<file path="config.mk">
export PLATFORM = sky130hd
export DESIGN_NAME = writeback_arbiter_flat
export DESIGN_NICKNAME = d
export VERILOG_FILES = /design/src/rtl/wb_pkg.sv /design/src/rtl/writeback_arbiter_if.sv /design/src/rtl/wb_skid_buf.sv /design/src/rtl/writeback_arbiter.sv /design/src/flat_wrapper.sv
export SDC_FILE = /design/constraint.sdc
export NUM_CORES = 1
export LEC_CHECK = 0
export ABC_AREA = 1
export ABC_CLOCK_PERIOD_IN_PS = 3300
export BUFFER_PORTS_ARGS = -buffer_cell sky130_fd_sc_hd__buf_2
export CAP_MARGIN = 5
export CORE_ASPECT_RATIO = 0.8
export CORE_MARGIN = 3
export CORE_UTILIZATION = 50
export CTS_BUF_LIST = sky130_fd_sc_hd__clkbuf_4
export DETAILED_ROUTE_END_ITERATION = 16
export GPL_TIMING_DRIVEN = 0
export PLACE_DENSITY = 0.86
export SETUP_SLACK_MARGIN = 0.5
export SLEW_MARGIN = 20
export SYNTH_ARGS = -nofsm -noshare
export SYNTH_HDL_FRONTEND = slang
export SYNTH_SLANG_ARGS = --single-unit
</file>
<file path="constraint.sdc">
create_clock -name clk -period 3.3 [get_ports clk]
set_input_delay 0.165 -clock clk [delete_from_list [all_inputs] [get_ports clk]]
set_output_delay 0.165 -clock clk [all_outputs]
set_load 0.03 [all_outputs]
</file>
<file path="src/rtl/wb_pkg.sv">
// Shared constants and types for the writeback arbiter.
package wb_pkg;

  localparam int DATA_W   = 32;
  localparam int ADDR_W   = 5;
  localparam int NUM_REGS = 1 << ADDR_W;

  typedef enum logic [1:0] {
    SRC_NONE,
    SRC_ALU,
    SRC_SKID,
    SRC_MDU
  } wb_src_t;

endpackage

</file>
<file path="src/rtl/writeback_arbiter_if.sv">
// Bus between the ALU/MDU/decode stages, the writeback arbiter and the register bank.
// The forwarding signals exist only when WB_BYPASS_EN is defined.
interface writeback_arbiter_if #(
  parameter int DATA_W = wb_pkg::DATA_W,
  parameter int ADDR_W = wb_pkg::ADDR_W
);

  localparam int NUM_REGS = 1 << ADDR_W;

  logic              alu_valid;
  logic [ADDR_W-1:0] alu_dest;
  logic [DATA_W-1:0] alu_data;

  logic              mdu_valid;
  logic              mdu_ready;
  logic [ADDR_W-1:0] mdu_dest;
  logic [DATA_W-1:0] mdu_data;

  logic              mdu_issue;
  logic [ADDR_W-1:0] mdu_issue_dest;

  logic              write_enable;
  logic [ADDR_W-1:0] write_loc;
  logic [DATA_W-1:0] write_data;
  logic [NUM_REGS-1:0] pending;

`ifdef WB_BYPASS_EN
  logic [ADDR_W-1:0] read_rs;
  logic [ADDR_W-1:0] read_rt;
  logic [DATA_W-1:0] bank_rs_data;
  logic [DATA_W-1:0] bank_rt_data;
  logic [DATA_W-1:0] rs_fwd;
  logic [DATA_W-1:0] rt_fwd;
`endif

  modport master (
    output alu_valid, alu_dest, alu_data,
    output mdu_valid, mdu_dest, mdu_data,
    input  mdu_ready,
    output mdu_issue, mdu_issue_dest,
`ifdef WB_BYPASS_EN
    output read_rs, read_rt, bank_rs_data, bank_rt_data,
    input  rs_fwd, rt_fwd,
`endif
    input  write_enable, write_loc, write_data, pending
  );

  modport slave (
    input  alu_valid, alu_dest, alu_data,
    input  mdu_valid, mdu_dest, mdu_data,
    output mdu_ready,
    input  mdu_issue, mdu_issue_dest,
`ifdef WB_BYPASS_EN
    input  read_rs, read_rt, bank_rs_data, bank_rt_data,
    output rs_fwd, rt_fwd,
`endif
    output write_enable, write_loc, write_data, pending
  );

endinterface

</file>
<file path="src/rtl/wb_skid_buf.sv">
// One-entry holding buffer for an MDU result that lost arbitration to the ALU.
module wb_skid_buf
  import wb_pkg::*;
#(
  parameter int DATA_W = wb_pkg::DATA_W,
  parameter int ADDR_W = wb_pkg::ADDR_W
) (
  input  logic              clk,
  input  logic              rst,
  input  logic              load,
  input  logic              drain,
  input  logic [ADDR_W-1:0] load_dest,
  input  logic [DATA_W-1:0] load_data,
  output logic              full,
  output logic [ADDR_W-1:0] dest,
  output logic [DATA_W-1:0] data
);

  logic              full_q, full_d;
  logic [ADDR_W-1:0] dest_q, dest_d;
  logic [DATA_W-1:0] data_q, data_d;

  always_comb begin
    full_d = full_q;
    dest_d = dest_q;
    data_d = data_q;
    if (load) begin
      full_d = 1'b1;
      dest_d = load_dest;
      data_d = load_data;
    end else if (drain) begin
      full_d = 1'b0;
    end
  end

  always_ff @(posedge clk or negedge rst) begin
    if (!rst) begin
      full_q <= 1'b0;
      dest_q <= '0;
      data_q <= '0;
    end else begin
      full_q <= full_d;
      dest_q <= dest_d;
      data_q <= data_d;
    end
  end

  assign full = full_q;
  assign dest = dest_q;
  assign data = data_q;

endmodule

</file>
<file path="src/rtl/writeback_arbiter.sv">
// Register-bank write port arbiter: ALU > skid-buffered MDU > fresh MDU, registered output,
// plus a pending-write scoreboard for MDU ops. Define WB_BYPASS_EN for read forwarding.
module writeback_arbiter
  import wb_pkg::*;
#(
  parameter int DATA_W = wb_pkg::DATA_W,
  parameter int ADDR_W = wb_pkg::ADDR_W
) (
  input  logic                clk,
  input  logic                rst,
  writeback_arbiter_if.slave  wb
);

  localparam int NUM_REGS = 1 << ADDR_W;

  logic              skid_full;
  logic [ADDR_W-1:0] skid_dest;
  logic [DATA_W-1:0] skid_data;
  logic              skid_load;
  logic              skid_drain;
  logic              mdu_xfer;

  wb_src_t           src;
  logic [ADDR_W-1:0] sel_dest;
  logic [DATA_W-1:0] sel_data;

  logic                write_enable_q, write_enable_d;
  logic [ADDR_W-1:0]   write_loc_q, write_loc_d;
  logic [DATA_W-1:0]   write_data_q, write_data_d;
  logic [NUM_REGS-1:0] pending_q, pending_d;

  wb_skid_buf #(
    .DATA_W (DATA_W),
    .ADDR_W (ADDR_W)
  ) u_skid (
    .clk       (clk),
    .rst       (rst),
    .load      (skid_load),
    .drain     (skid_drain),
    .load_dest (wb.mdu_dest),
    .load_data (wb.mdu_data),
    .full      (skid_full),
    .dest      (skid_dest),
    .data      (skid_data)
  );

  assign wb.mdu_ready = !skid_full;

  // While the skid holds a result mdu_ready is low, so a fresh transfer never competes with it.
  always_comb begin
    mdu_xfer   = wb.mdu_valid && !skid_full;
    src        = SRC_NONE;
    sel_dest   = '0;
    sel_data   = '0;
    if (wb.alu_valid) begin
      src      = SRC_ALU;
      sel_dest = wb.alu_dest;
      sel_data = wb.alu_data;
    end else if (skid_full) begin
      src      = SRC_SKID;
      sel_dest = skid_dest;
      sel_data = skid_data;
    end else if (mdu_xfer) begin
      src      = SRC_MDU;
      sel_dest = wb.mdu_dest;
      sel_data = wb.mdu_data;
    end
    skid_load  = mdu_xfer && wb.alu_valid;
    skid_drain = (src == SRC_SKID);
  end

  // Pending clears when an MDU result leaves the arbiter; a same-cycle issue to that register wins.
  always_comb begin
    write_enable_d = (src != SRC_NONE) && (sel_dest != '0);
    write_loc_d    = write_loc_q;
    write_data_d   = write_data_q;
    if (write_enable_d) begin
      write_loc_d  = sel_dest;
      write_data_d = sel_data;
    end
    pending_d = pending_q;
    if (src == SRC_SKID || src == SRC_MDU) begin
      pending_d[sel_dest] = 1'b0;
    end
    if (wb.mdu_issue && wb.mdu_issue_dest != '0) begin
      pending_d[wb.mdu_issue_dest] = 1'b1;
    end
  end

  always_ff @(posedge clk or negedge rst) begin
    if (!rst) begin
      write_enable_q <= 1'b0;
      write_loc_q    <= '0;
      write_data_q   <= '0;
      pending_q      <= '0;
    end else begin
      write_enable_q <= write_enable_d;
      write_loc_q    <= write_loc_d;
      write_data_q   <= write_data_d;
      pending_q      <= pending_d;
    end
  end

  assign wb.write_enable = write_enable_q;
  assign wb.write_loc    = write_loc_q;
  assign wb.write_data   = write_data_q;
  assign wb.pending      = pending_q;

`ifdef WB_BYPASS_EN
  always_comb begin
    wb.rs_fwd = wb.bank_rs_data;
    wb.rt_fwd = wb.bank_rt_data;
    if (write_enable_q && write_loc_q == wb.read_rs && wb.read_rs != '0) begin
      wb.rs_fwd = write_data_q;
    end
    if (write_enable_q && write_loc_q == wb.read_rt && wb.read_rt != '0) begin
      wb.rt_fwd = write_data_q;
    end
  end
`endif

endmodule

</file>
<file path="src/flat_wrapper.sv">
// flat-port wrapper written by rule: the top's interface ports become plain ports
module writeback_arbiter_flat import wb_pkg::*;
#(
  parameter int DATA_W = wb_pkg::DATA_W,
  parameter int ADDR_W = wb_pkg::ADDR_W
)
  (clk, rst, wb_alu_valid, wb_alu_dest, wb_alu_data, wb_mdu_valid, wb_mdu_dest, wb_mdu_data, wb_mdu_ready, wb_mdu_issue, wb_mdu_issue_dest, wb_write_enable, wb_write_loc, wb_write_data, wb_pending);
  writeback_arbiter_if #(.DATA_W(DATA_W), .ADDR_W(ADDR_W)) wb_i ();
  input  logic clk;
  input  logic rst;
  input wire logic [$bits(wb_i.alu_valid)-1:0] wb_alu_valid;
  input wire logic [$bits(wb_i.alu_dest)-1:0] wb_alu_dest;
  input wire logic [$bits(wb_i.alu_data)-1:0] wb_alu_data;
  input wire logic [$bits(wb_i.mdu_valid)-1:0] wb_mdu_valid;
  input wire logic [$bits(wb_i.mdu_dest)-1:0] wb_mdu_dest;
  input wire logic [$bits(wb_i.mdu_data)-1:0] wb_mdu_data;
  output wire logic [$bits(wb_i.mdu_ready)-1:0] wb_mdu_ready;
  input wire logic [$bits(wb_i.mdu_issue)-1:0] wb_mdu_issue;
  input wire logic [$bits(wb_i.mdu_issue_dest)-1:0] wb_mdu_issue_dest;
  output wire logic [$bits(wb_i.write_enable)-1:0] wb_write_enable;
  output wire logic [$bits(wb_i.write_loc)-1:0] wb_write_loc;
  output wire logic [$bits(wb_i.write_data)-1:0] wb_write_data;
  output wire logic [$bits(wb_i.pending)-1:0] wb_pending;
  assign wb_i.alu_valid = wb_alu_valid;
  assign wb_i.alu_dest = wb_alu_dest;
  assign wb_i.alu_data = wb_alu_data;
  assign wb_i.mdu_valid = wb_mdu_valid;
  assign wb_i.mdu_dest = wb_mdu_dest;
  assign wb_i.mdu_data = wb_mdu_data;
  assign wb_mdu_ready = wb_i.mdu_ready;
  assign wb_i.mdu_issue = wb_mdu_issue;
  assign wb_i.mdu_issue_dest = wb_mdu_issue_dest;
  assign wb_write_enable = wb_i.write_enable;
  assign wb_write_loc = wb_i.write_loc;
  assign wb_write_data = wb_i.write_data;
  assign wb_pending = wb_i.pending;
  writeback_arbiter #(.DATA_W(DATA_W), .ADDR_W(ADDR_W)) u_core (.clk(clk), .rst(rst), .wb(wb_i));
endmodule
</file>
# ---- Word level (Yosys, flattened, before mapping)
# Cells that the tools add are included.
dict set report word_totals {
  regBits 108
  in_bits 84
  output_inout_bits 71
  wordCells 45
}
dict set report op_classes {
  n_lt_le_gt_ge 4
  eq_ne 2
  muxes 17
  bitwise 3
  n_reduce_logical 12
}
# operator n
set ops {}
lappend ops {{32-bit two-way mux} 5}
lappend ops {{32-bit bitwise AND} 1}
lappend ops {{32-bit NOT} 1}
lappend ops {{32-bit bitwise OR} 1}
lappend ops {{5-bit two-way mux} 3}
lappend ops {{5-bit by 6-bit less-than comparator with 1-bit output (second input constant)} 2}
lappend ops {{1-bit demux with 5-bit select} 2}
lappend ops {{5-bit by 1-bit >= comparator with 1-bit output (second input constant)} 2}
lappend ops {{5-bit nonzero test} 2}
lappend ops {{1-bit logical AND} 6}
lappend ops {{2-bit two-way mux} 3}
lappend ops {{2-bit == test (second input constant)} 2}
lappend ops {{1-bit two-way mux} 4}
lappend ops {{2-bit nonzero test} 2}
lappend ops {{1-bit logical NOT} 1}
lappend ops {{1-bit logical OR} 1}

# ---- Depth between registers and ports, before layout
# Gate-level depths: netlist of the first run.
dict set report depth {
  ltp_word 14
  ltp_mapped 11
  depth_no_buf 10
}

# ---- Cells and area by module
# Synthesis of the first run repeated with hierarchy kept, for this count alone.
dict set report hier_totals {
  cells_unflattened 708
  area_unflattened_um2 5248.8
}
# module n_inst cells_each area_per_inst_um2
set modules_own_cells {}
lappend modules_own_cells {writeback_arbiter 1 547 3774.9}
lappend modules_own_cells {wb_skid_buf 1 161 1473.9}

# ---- Least setup slack after synthesis of the first run
# No wires, ideal clock.
dict set report synth_timing {
  kind {register to register}
  from {register u_core.u_skid.full_q (netlist: u_core.u_skid.full)}
  to {register u_core.write_data_q[10] (netlist: u_core.wb.write_data[10])}
  setup_ns 0.117
  t_arrival_ns 1.433
  t_required_ns 3.183
  slack_ns 1.750
  stages_incl_launch_ff 11
  cell_sequence {dfrtp_1 -> buf_4 -> a21oi_2 -> nand2_1 -> nand2_2 -> nand2_1 -> nor2_2 -> nand2_2 -> buf_4 -> nand2_1 -> nand2_1}
}
dict set report synth_via {
  elab_chain_cells 7
  word_cells_on_any_way 14
  cone_classes {9 x mux; 5 x reduce/logical}
}
# item line
set synth_lines {}
lappend synth_lines {{start: declaration} wb_skid_buf.sv:19} ;# logic full_q, full_d;
lappend synth_lines {{start signal: assignment} wb_skid_buf.sv:42} ;# full_q <= full_d;
lappend synth_lines {{1-bit logical NOT} writeback_arbiter.sv:51} ;# mdu_xfer = wb.mdu_valid && !skid_full;
lappend synth_lines {{1-bit logical AND} writeback_arbiter.sv:51}
lappend synth_lines {{5-bit two-way mux / 2-bit two-way mux (equally long branches)} writeback_arbiter.sv:63} ;# end else if (mdu_xfer) begin
lappend synth_lines {{5-bit two-way mux / 2-bit two-way mux (equally long branches)} writeback_arbiter.sv:59} ;# end else if (skid_full) begin
lappend synth_lines {{5-bit two-way mux / 2-bit two-way mux (equally long branches)} writeback_arbiter.sv:55} ;# if (wb.alu_valid) begin
lappend synth_lines {{5-bit nonzero test / 2-bit nonzero test (equally long branches)} writeback_arbiter.sv:74} ;# write_enable_d = (src != SRC_NONE) && (sel_dest != '0);
lappend synth_lines {{1-bit logical AND} writeback_arbiter.sv:74}
lappend synth_lines {{end signal: assignment} writeback_arbiter.sv:99} ;# write_data_q <= write_data_d;
lappend synth_lines {{end: declaration} writeback_arbiter.sv:29} ;# logic [DATA_W-1:0] write_data_q, write_data_d;
# Several ways; a longest one is shown, not always the timed one.
# A chain may end at the register's enable or synchronous reset.

# ---- Worst setup path in the final report of the first run
dict set report layout_timing {
  from {register u_core.u_skid.full_q (netlist: u_core.u_skid.full)}
  to {register u_core.write_data_q[7] (netlist: u_core.wb.write_data[7])}
}
# The elaborated chain is that of the path after synthesis.

==> results.cfg, run 1 <==
[clock_network]
cts_max_path_buffers = 2
clkSlewWorstSetupHoldPaths_ps = 170
htreeDepth = 3
cts_tree = built
cts_made_buffers = 9
clock_latency_ps = 470
cts_setup_buffers = 0
clock-sinks = 108
cts-root-buf = clkbuf_4

[global_route]
grt_pass1_wl_mm = 24.0
grt_pass1_vias = 4901
antenna_found_initial = 0
grt_overflow_total = 0
grtUsageTotal_pct = 26.2
grt_max_degree = 72

[power]
ir_drop_uv = 416
finalPower_uw = 3680
leakagePower_uw = 0.00337
power_density_nw_per_um2 = 551

[yosys]
synth_cells = 603
synth_cell_types = 24
ys_seq_elements = 108
synth_seq_area_share_pct = 52.8
synth_nets = 687
syn_avg_cell_area_sq_um = 8.49
synth_area_leaders = dfrtp_1 53%, nand2_1 18%, mux2_2 8.1%, a21oi_1 6.8%, nor2_1 3.2%
synth_top_area_share_pct = 52.8
yosys_warnings = 0
yosys.area.top_type = dfrtp_1
synth_area_sq_um = 5120

[placement]
gp_congestion = 0.859
dpl.hpwl_mm = 10.3
numPortBuffers = 154
dp_cells = 894
place_area_sq_um = 6100

[final_layout]
syn_to_final_growth_pct = 30.6
layout_common_cells = 240 x nand2_1, 159 x buf_2, 108 x dfrtp_1
layoutNonFillerInstCount = 951
fin_area_sq_um = 6690
layout_commonest_cell = nand2_1
drive_gt1_share_pct = 29.7
antenna-diode-count = 0
nets = 894

[sta]
fin_crit_sh_pct = 58.4
hold_viol_final = 0
slew_headroom_pct = 27.7
finalSetupViolCount = 0
rsz0062_at_grt = no
slew_viol_final = 0
min_period_ps = 1930
fmax_mhz = 519
worst_pin_slew_ps = 1080
skew_ps = 25.1
tns_ps = 0
hold-worst-slack_ps = 37.2

[worst_setup_path]
critPathRequiredTime_ps = 3670
start_kind = flip-flop
cp-end-kind = flip-flop
arrival_ps = 2300
critPathMaxFanout = 10
path_class = flip-flop to flip-flop

[die]
die_h_um = 96.5
die_x_um = 119
fp.coreArea_sq_um = 9810
rows = 32
start_util_pct = 52.2
num_io_pins = 155
fp.dieArea_sq_um = 11500

[run]
drv_cap = 0

[drt]
postRouteAntennaNets = 0
first_pass_iters = 5
totalWireLength_mm = 14.9
wl_per_cell_um = 15.7
vias = 5076
drtIter0Drc = 407
via_per_inst = 5.34
drc_errors = 0

[outcome]
status = completed

[worst_hold_path]
hold_class = input pin to flip-flop
[synth_stat cells]
cell and instances:
buf_2 6, clkbuf_1 6, inv_1 11, a21oi_2 4, buf_1 6, nand3_2 1
nor2_1 43, nor2_8 1, nor2_2 3, mux2_2 37, inv_2 4, a21oi_1 70
nor2_4 1, nand3_1 26, nand2_1 240, or2_1 1, dfrtp_1 108, nor3_1 10
buf_6 4, buf_4 4, o21ai_2 2, nand2_2 6, o21ai_0 8, a21boi_0 1
[sequential cells by signal, indices dropped and copies added (netlist names)]
name                    count
u_core.u_skid.data         32
u_core.u_skid.dest          5
u_core.u_skid.full          1
u_core.wb.pending          32
u_core.wb.write_data       32
u_core.wb.write_enable      1
u_core.wb.write_loc         5
[per-stage QoR]
stage / util [%] / setup WS, ps
after floorplan: - / 1750
after global placement: 61.8 / 873
after detailed placement: 62.2 / 1440
after CTS: 68.2 / 1400
after global routing: 68.2 / 1230
final: 68.2 / 1370
[area by class of cell]
cell class | count | area, sq um
multi-input cells | 454 | 2210
well taps | 136 | 170
flip-flops and latches | 108 | 2700
repair buffers | 196 | 1210
inverters | 15 | 56.3
plain buffers | 26 | 150
clock inverters | 7 | 115
clock buffers | 9 | 67.6
fillers | 766 | 3120
[cells by family after synthesis]
logic type,count (synthesis),share of synthesized area (%)
AOI/OAI and AO/OA,85,8.79
muxes,37,8.13
and+or+nand+nor,332,26.3
DFF,108,52.8
buffers and inverters,41,4.03
[power by group]
| part | internal, uW | switching (uW) | total, uW |
|---|---|---|---|
| logic | 383 | 754 | 1140 |
| clock network | 382 | 437 | 818 |
| registers | 1580 | 152 | 1730 |
[path summary, 6_finish.rpt]
path                            slack, ps  cells after the start                     from                      end
worst max-delay path                 1370                     10       u_core.u_skid.full  u_core.wb.write_data[7]
max in group asynchronous            2490                      3                      rst    u_core.wb.pending[16]
worst min register to register        490                      2  u_core.wb.write_data[0]  u_core.wb.write_data[0]
min in group asynchronous             140                      2                      rst   u_core.u_skid.data[10]
worst min-delay path                   40                      4     wb_mdu_issue_dest[4]     u_core.wb.pending[3]
worst max register to register       1370                     10       u_core.u_skid.full  u_core.wb.write_data[7]
[critical path, stage by stage (launching register included)]
cell     delay, ps
dfrtp_1        460
buf_4          210
a21oi_1        160
nand2_1         70
nand2_1        120
inv_1          110
nor2_2         180
nand2_2        150
buf_4          210
nand2_1        100
nand2_1         70
[metal layers]
layer | routed length [um] | share of wire [%] | track usage (%)
met5 | 0 | 0 | 0
met4 | 297 | 2.0 | 8.87
met3 | 1320 | 8.8 | 5.12
met2 | 6980 | 47 | 43.0
met1 | 6320 | 42 | 35.4
[repair_timing]
item                      4_1_cts  5_1_grt
hold endpoints to repair      151        0
hold buffers                   41        0
resized for setup               0        0
Note: power is estimated with default switching activity, not from simulation.
==> inputs of run 2 (changes only) <==
--- a/config.mk
+++ b/config.mk
@@ -6,12 +6,12 @@
 export NUM_CORES = 1
 export LEC_CHECK = 0
 export ABC_AREA = 1
-export ABC_CLOCK_PERIOD_IN_PS = 3300
+export ABC_CLOCK_PERIOD_IN_PS = 1700
 export BUFFER_PORTS_ARGS = -buffer_cell sky130_fd_sc_hd__buf_2
 export CAP_MARGIN = 5
 export CORE_ASPECT_RATIO = 0.8
 export CORE_MARGIN = 3
-export CORE_UTILIZATION = 50
+export CORE_UTILIZATION = 48
 export CTS_BUF_LIST = sky130_fd_sc_hd__clkbuf_4
 export DETAILED_ROUTE_END_ITERATION = 16
 export GPL_TIMING_DRIVEN = 0
==> constraint.sdc (replaced) <==
create_clock -name clk -period 1.7 [get_ports clk]
set_input_delay 0.085 -clock clk [delete_from_list [all_inputs] [get_ports clk]]
set_output_delay 0.085 -clock clk [all_outputs]
set_load 0.03 [all_outputs]
==> results.cfg, run 2 (synthesis gave the netlist of run 1 again) <==
[outcome]
status = completed

[final_layout]
layout_common_cells = 224 x nand2_1, 126 x buf_2, 108 x dfrtp_1
fillers = 738
antenna-diode-count = 0
layout_commonest_cell = nand2_1
nets = 956
regArea_sq_um = 2700
fin_area_sq_um = 7660
syn_to_final_growth_pct = 49.6
multi_input_area_sq_um = 2420
drive_gt1_share_pct = 34.4

[sta]
min_period_ps = 1700
fmax_mhz = 589
worst_pin_slew_ps = 1060
fin_crit_sh_pct = 99.9
slew_headroom_pct = 28.7
hold_viol_final = 0
rsz0062_at_grt = yes
slew_viol_final = 0
finalSetupViolCount = 0
skew_ps = 30.7
fin_ws_ps = 2.29

[global_route]
grt_pass1_wl_mm = 25.9
grtUsageTotal_pct = 27.2
antenna_found_initial = 0
grt_max_degree = 69
grt_overflow_total = 0
grt_pass1_vias = 5293

[placement]
place_ws_ps = -78.0
place_area_sq_um = 6170
dpl.hpwl_mm = 9.90
gp_congestion = 0.862
numPortBuffers = 154

[drt]
drtIter0Drc = 434
totalWireLength_mm = 16.5
wl_per_cell_um = 16.2
first_pass_iters = 5
via_per_inst = 5.20
vias = 5287
drc_errors = 0
postRouteAntennaNets = 0

[clock_network]
htreeDepth = 3
cts_max_path_buffers = 2
cts_made_buffers = 9
cts_tree = built
clock-sinks = 108
clock_latency_ps = 480
clkSlewWorstSetupHoldPaths_ps = 190
cts-root-buf = clkbuf_4

[die]
die_x_um = 121
fp.dieArea_sq_um = 12000
start_util_pct = 49.6
die_h_um = 98.4
fp.coreArea_sq_um = 10300
num_io_pins = 155
rows = 33

[power]
leakagePower_uw = 0.00377
power.internal_uw = 4500
power_density_nw_per_um2 = 952
ir_drop_uv = 889
pwr-share-comb_pct = 36.8
power.share.sequential_pct = 46.6
switching_power_uw = 2800
switching_share_pct = 38.3
clkPwrFrac_pct = 16.6

[worst_setup_path]
critPathMaxFanout = 7
path_class = flip-flop to flip-flop
start_kind = flip-flop
critPathRequiredTime_ps = 2110
r2r-end = u_core.wb.write_data[9]
cp-end-kind = flip-flop
regToRegStartpoint = u_core.u_skid.full
ff2ff_path_depth = 9
r2r_slack_ps = 2
arrival_ps = 2100

[worst_hold_path]
hold_depth = 4
hold_end = u_core.wb.pending[28]
hold_class = input pin to flip-flop
holdCritStartpoint = wb_mdu_issue_dest[1]

[run]
drv_cap = 0
-- run 2: changes by cell type in the layout (fill, tap and decap cells not counted), sizes merged, moves of 2 or more --
cell,before,now
clkbuf,15,18
buf,175,199
dlygate4sd3,41,76
inv,15,17
bufinv,3,0
-- run 2: power by group through the flow --
stage                     logic [uW]  registers, uW  clock network [uW]
after global routing            2870           3450                1350
after global placement          2090           3360                   0
after floorplan                  764           4000                   0
after CTS                       2480           3340                1250
after detailed placement        2140           3370                   0
final                           2680           3400                1220
-- run 2: worst max-delay path by stage --
| stage | from | to | slack (ps) | depth (start not counted) |
|---|---|---|---|---|
| floorplan | u_core.u_skid.full | u_core.wb.write_data[10] | 180 | 10 |
| CTS | u_core.u_skid.full | u_core.wb.write_data[22] | 70 | 9 |
| finish | u_core.u_skid.full | u_core.wb.write_data[9] | 2 | 9 |
| detailed placement | u_core.u_skid.full | u_core.wb.write_data[22] | -80 | 9 |
| global route | u_core.u_skid.full | u_core.wb.write_data[22] | -110 | 11 |
| global placement | rst | u_core.wb.write_data[28] | -690 | 1 |
-- run 2: cell type report --
class / instances / share of cell area [%]
flip-flops and latches: 108 / 35.3
multi-input cells: 455 / 31.6
repair buffers: 257 / 25.8
plain buffers: 26 / 2.68
well taps: 140 / 2.29
clock buffers: 10 / 0.979
inverters: 15 / 0.800
clock inverters: 6 / 0.637
-- run 2: metrics by stage --
step | util (%) | TNS, ps | cells | power, uW | hold slack (ps)
final | 74.3 | 0 | 1017 | 7300 | 28.5
after global routing | 74.3 | -2470 | 1017 | 7670 | 16.7
after floorplan | - | 0 | 603 | 4760 | -211
after detailed placement | 59.8 | -1940 | 898 | 5510 | 25.0
after CTS | 72.4 | 0 | 1016 | 7070 | -31.2
after global placement | 59.5 | -73920 | 897 | 5450 | 334
-- run 2: worst max-delay path: stages (launching register included) --
cell	delay (ps)
dfrtp_1	430
buf_6	170
a21oi_4	130
nand2_1	100
nand2_4	120
nand3_4	140
nor2_8	250
buf_6	170
nand2_2	50
nand2_1	90
-- run 2: repair_timing --
action,in CTS,in global routing
endpoints found under the setup margin,117,165
setup buffers,22,1
pin swaps,23,3
hold buffers,76,0
gates resized for setup,58,79
endpoints found under the hold margin,208,0
gates cloned,4,0
-- run 2: per-layer routing --
| metal | track usage [%] | vias up | part of all wire (%) | wire [um] |
|---|---|---|---|---|
| met4 | 7.84 | 0 | 1.5 | 245 |
| met1 | 35.1 | 2499 | 42 | 6890 |
| li1 | - | 2493 | - | - |
| met3 | 7.24 | 24 | 8.0 | 1320 |
| met2 | 45.4 | 271 | 49 | 8050 |
| met5 | 0 | - | 0 | 0 |
==> inputs of run 3 (changes only) <==
--- a/config.mk
+++ b/config.mk
@@ -15,6 +15,7 @@
 export CTS_BUF_LIST = sky130_fd_sc_hd__clkbuf_4
 export DETAILED_ROUTE_END_ITERATION = 16
 export GPL_TIMING_DRIVEN = 0
+export HOLD_SLACK_MARGIN = 0.15
 export PLACE_DENSITY = 0.86
 export SETUP_SLACK_MARGIN = 0.5
 export SLEW_MARGIN = 20
==> results.cfg, run 3 (synthesis gave the netlist of run 1 again) <==
[outcome]
status = finished, violations left
violations = negative setup slack

[die]
die_h_um = 98.4
num_io_pins = 155
fp.dieArea_sq_um = 12000
start_util_pct = 49.6
fp.coreArea_sq_um = 10300
rows = 33
die_x_um = 121

[final_layout]
layout_commonest_cell = nand2_1
fin_area_sq_um = 7690
finish.utilization_pct = 74.5
antenna-diode-count = 0
multi_input_area_sq_um = 2420
layoutNonFillerInstCount = 1020
nets = 959
syn_to_final_growth_pct = 50.2
drive_gt1_share_pct = 34.4
regArea_sq_um = 2700
fillers = 730
layout_common_cells = 223 x nand2_1, 127 x buf_2, 108 x dfrtp_1

[drt]
totalWireLength_mm = 16.9
postRouteAntennaNets = 0
first_pass_iters = 5
vias = 5432
wl_per_cell_um = 16.6
drtIter0Drc = 436
via_per_inst = 5.33
drc_errors = 0

[worst_setup_path]
path_class = flip-flop to flip-flop
start_kind = flip-flop
arrival_ps = 2080
critPathMaxFanout = 7
cp-end-kind = flip-flop
critPathRequiredTime_ps = 2070

[clock_network]
clock-sinks = 108
htreeDepth = 3
cts_max_path_buffers = 2
clock_latency_ps = 480
cts-root-buf = clkbuf_4
clkSlewWorstSetupHoldPaths_ps = 160
hold_buffers = 79
cts_tree = built
cts_made_buffers = 9

[power]
power_density_nw_per_um2 = 954
power.internal_uw = 4500
leakagePower_uw = 0.00378
power.share.sequential_pct = 46.4
switching_power_uw = 2840
pwr-share-comb_pct = 36.8
switching_share_pct = 38.6
ir_drop_uv = 785
clkPwrFrac_pct = 16.8

[sta]
finalSetupViolCount = 2
worst_pin_slew_ps = 1040
min_period_ps = 1710
slew_viol_final = 0
hold_viol_final = 0
rsz0062_at_grt = yes
skew_ps = 38.0
slew_headroom_pct = 30.1
tns_ps = -14.2
fin_crit_sh_pct = 101
fin_ws_ps = -11.2
fmax_mhz = 584

[placement]
gp_congestion = 0.862
place_ws_ps = -78.0
numPortBuffers = 154
dp_cells = 898
place_area_sq_um = 6170
dpl.hpwl_mm = 9.90

[global_route]
grt_pass1_vias = 5292
grt_use_met1_pct = 35.2
grtUsageTotal_pct = 27.3
antenna_found_initial = 0
grt_max_degree = 69
use_met3_pct = 7.41
busiest_layer = met2
grtUsageMet2_pct = 45.6
grt_pass1_wl_mm = 25.9
grt_overflow_total = 0

[worst_hold_path]
hold_class = input pin to asynchronous set/reset pin

[run]
drv_cap = 0
run 3: stage by stage:
| stage | power (uW) | hold slack, ps |
|---|---|---|
| after detailed placement | 5510 | 25.0 |
| after global placement | 5450 | 334 |
| after global routing | 7680 | 82.3 |
| after CTS | 7070 | 61.4 |
| final | 7340 | 86.1 |
| after floorplan | 4760 | -211 |
run 3: path summary, 6_finish.rpt:
kind	start	endpoint	slack [ps]	cells past startpoint
worst min register to register	u_core.wb.write_data[24]	u_core.wb.write_data[24]	490	2
worst max register to register	u_core.u_skid.full	u_core.wb.pending[17]	-10	9
max in group asynchronous	rst	u_core.wb.write_data[26]	940	3
min in group clk	wb_alu_dest[3]	u_core.wb.pending[10]	150	6
worst max-delay path	u_core.u_skid.full	u_core.wb.pending[17]	-10	9
worst min-delay path	rst	u_core.wb.write_data[10]	90	2
run 3: power groups by stage:
stage	combinational, uW	sequential, uW	clock [uW]
after detailed placement	2140	3370	0
after floorplan	764	4000	0
after global placement	2090	3360	0
after global routing	2880	3450	1350
after CTS	2480	3340	1250
final	2700	3400	1230
run 3: timing repair:
action,CTS,global route
cloned,4,0
setup buffers,22,1
setup endpoints to repair,117,167
gates resized for setup,58,79
pin swaps,23,3
endpoints found under the hold margin,213,42
run 3: worst max-delay path: stages, from the launching register on:
cell and delay [ps]:
dfrtp_1 440, buf_4 160, inv_6 80, nand3_1 90, nand2_1 120, nand2_4 90
nor2_1 340, nand3_1 140, nand2_1 100, nand2_1 70
run 3: final cells by class:
| cell class | instances | area share [%] |
|---|---|---|
| sequential | 108 | 35.1 |
| multi-input combinational | 455 | 31.5 |
| timing repair buffer | 260 | 26.0 |
| buffer | 26 | 2.72 |
| tap | 140 | 2.28 |
| clock buffer | 10 | 0.976 |
| inverter | 15 | 0.797 |
| clock inverter | 6 | 0.634 |
run 3: per-layer routing:
| layer | share of wire [%] | vias to the layer above |
|---|---|---|
| met1 | 40 | 2549 |
| met5 | 0 | - |
| li1 | - | 2500 |
| met4 | 2.2 | 0 |
| met3 | 9.6 | 48 |
| met2 | 48 | 335 |
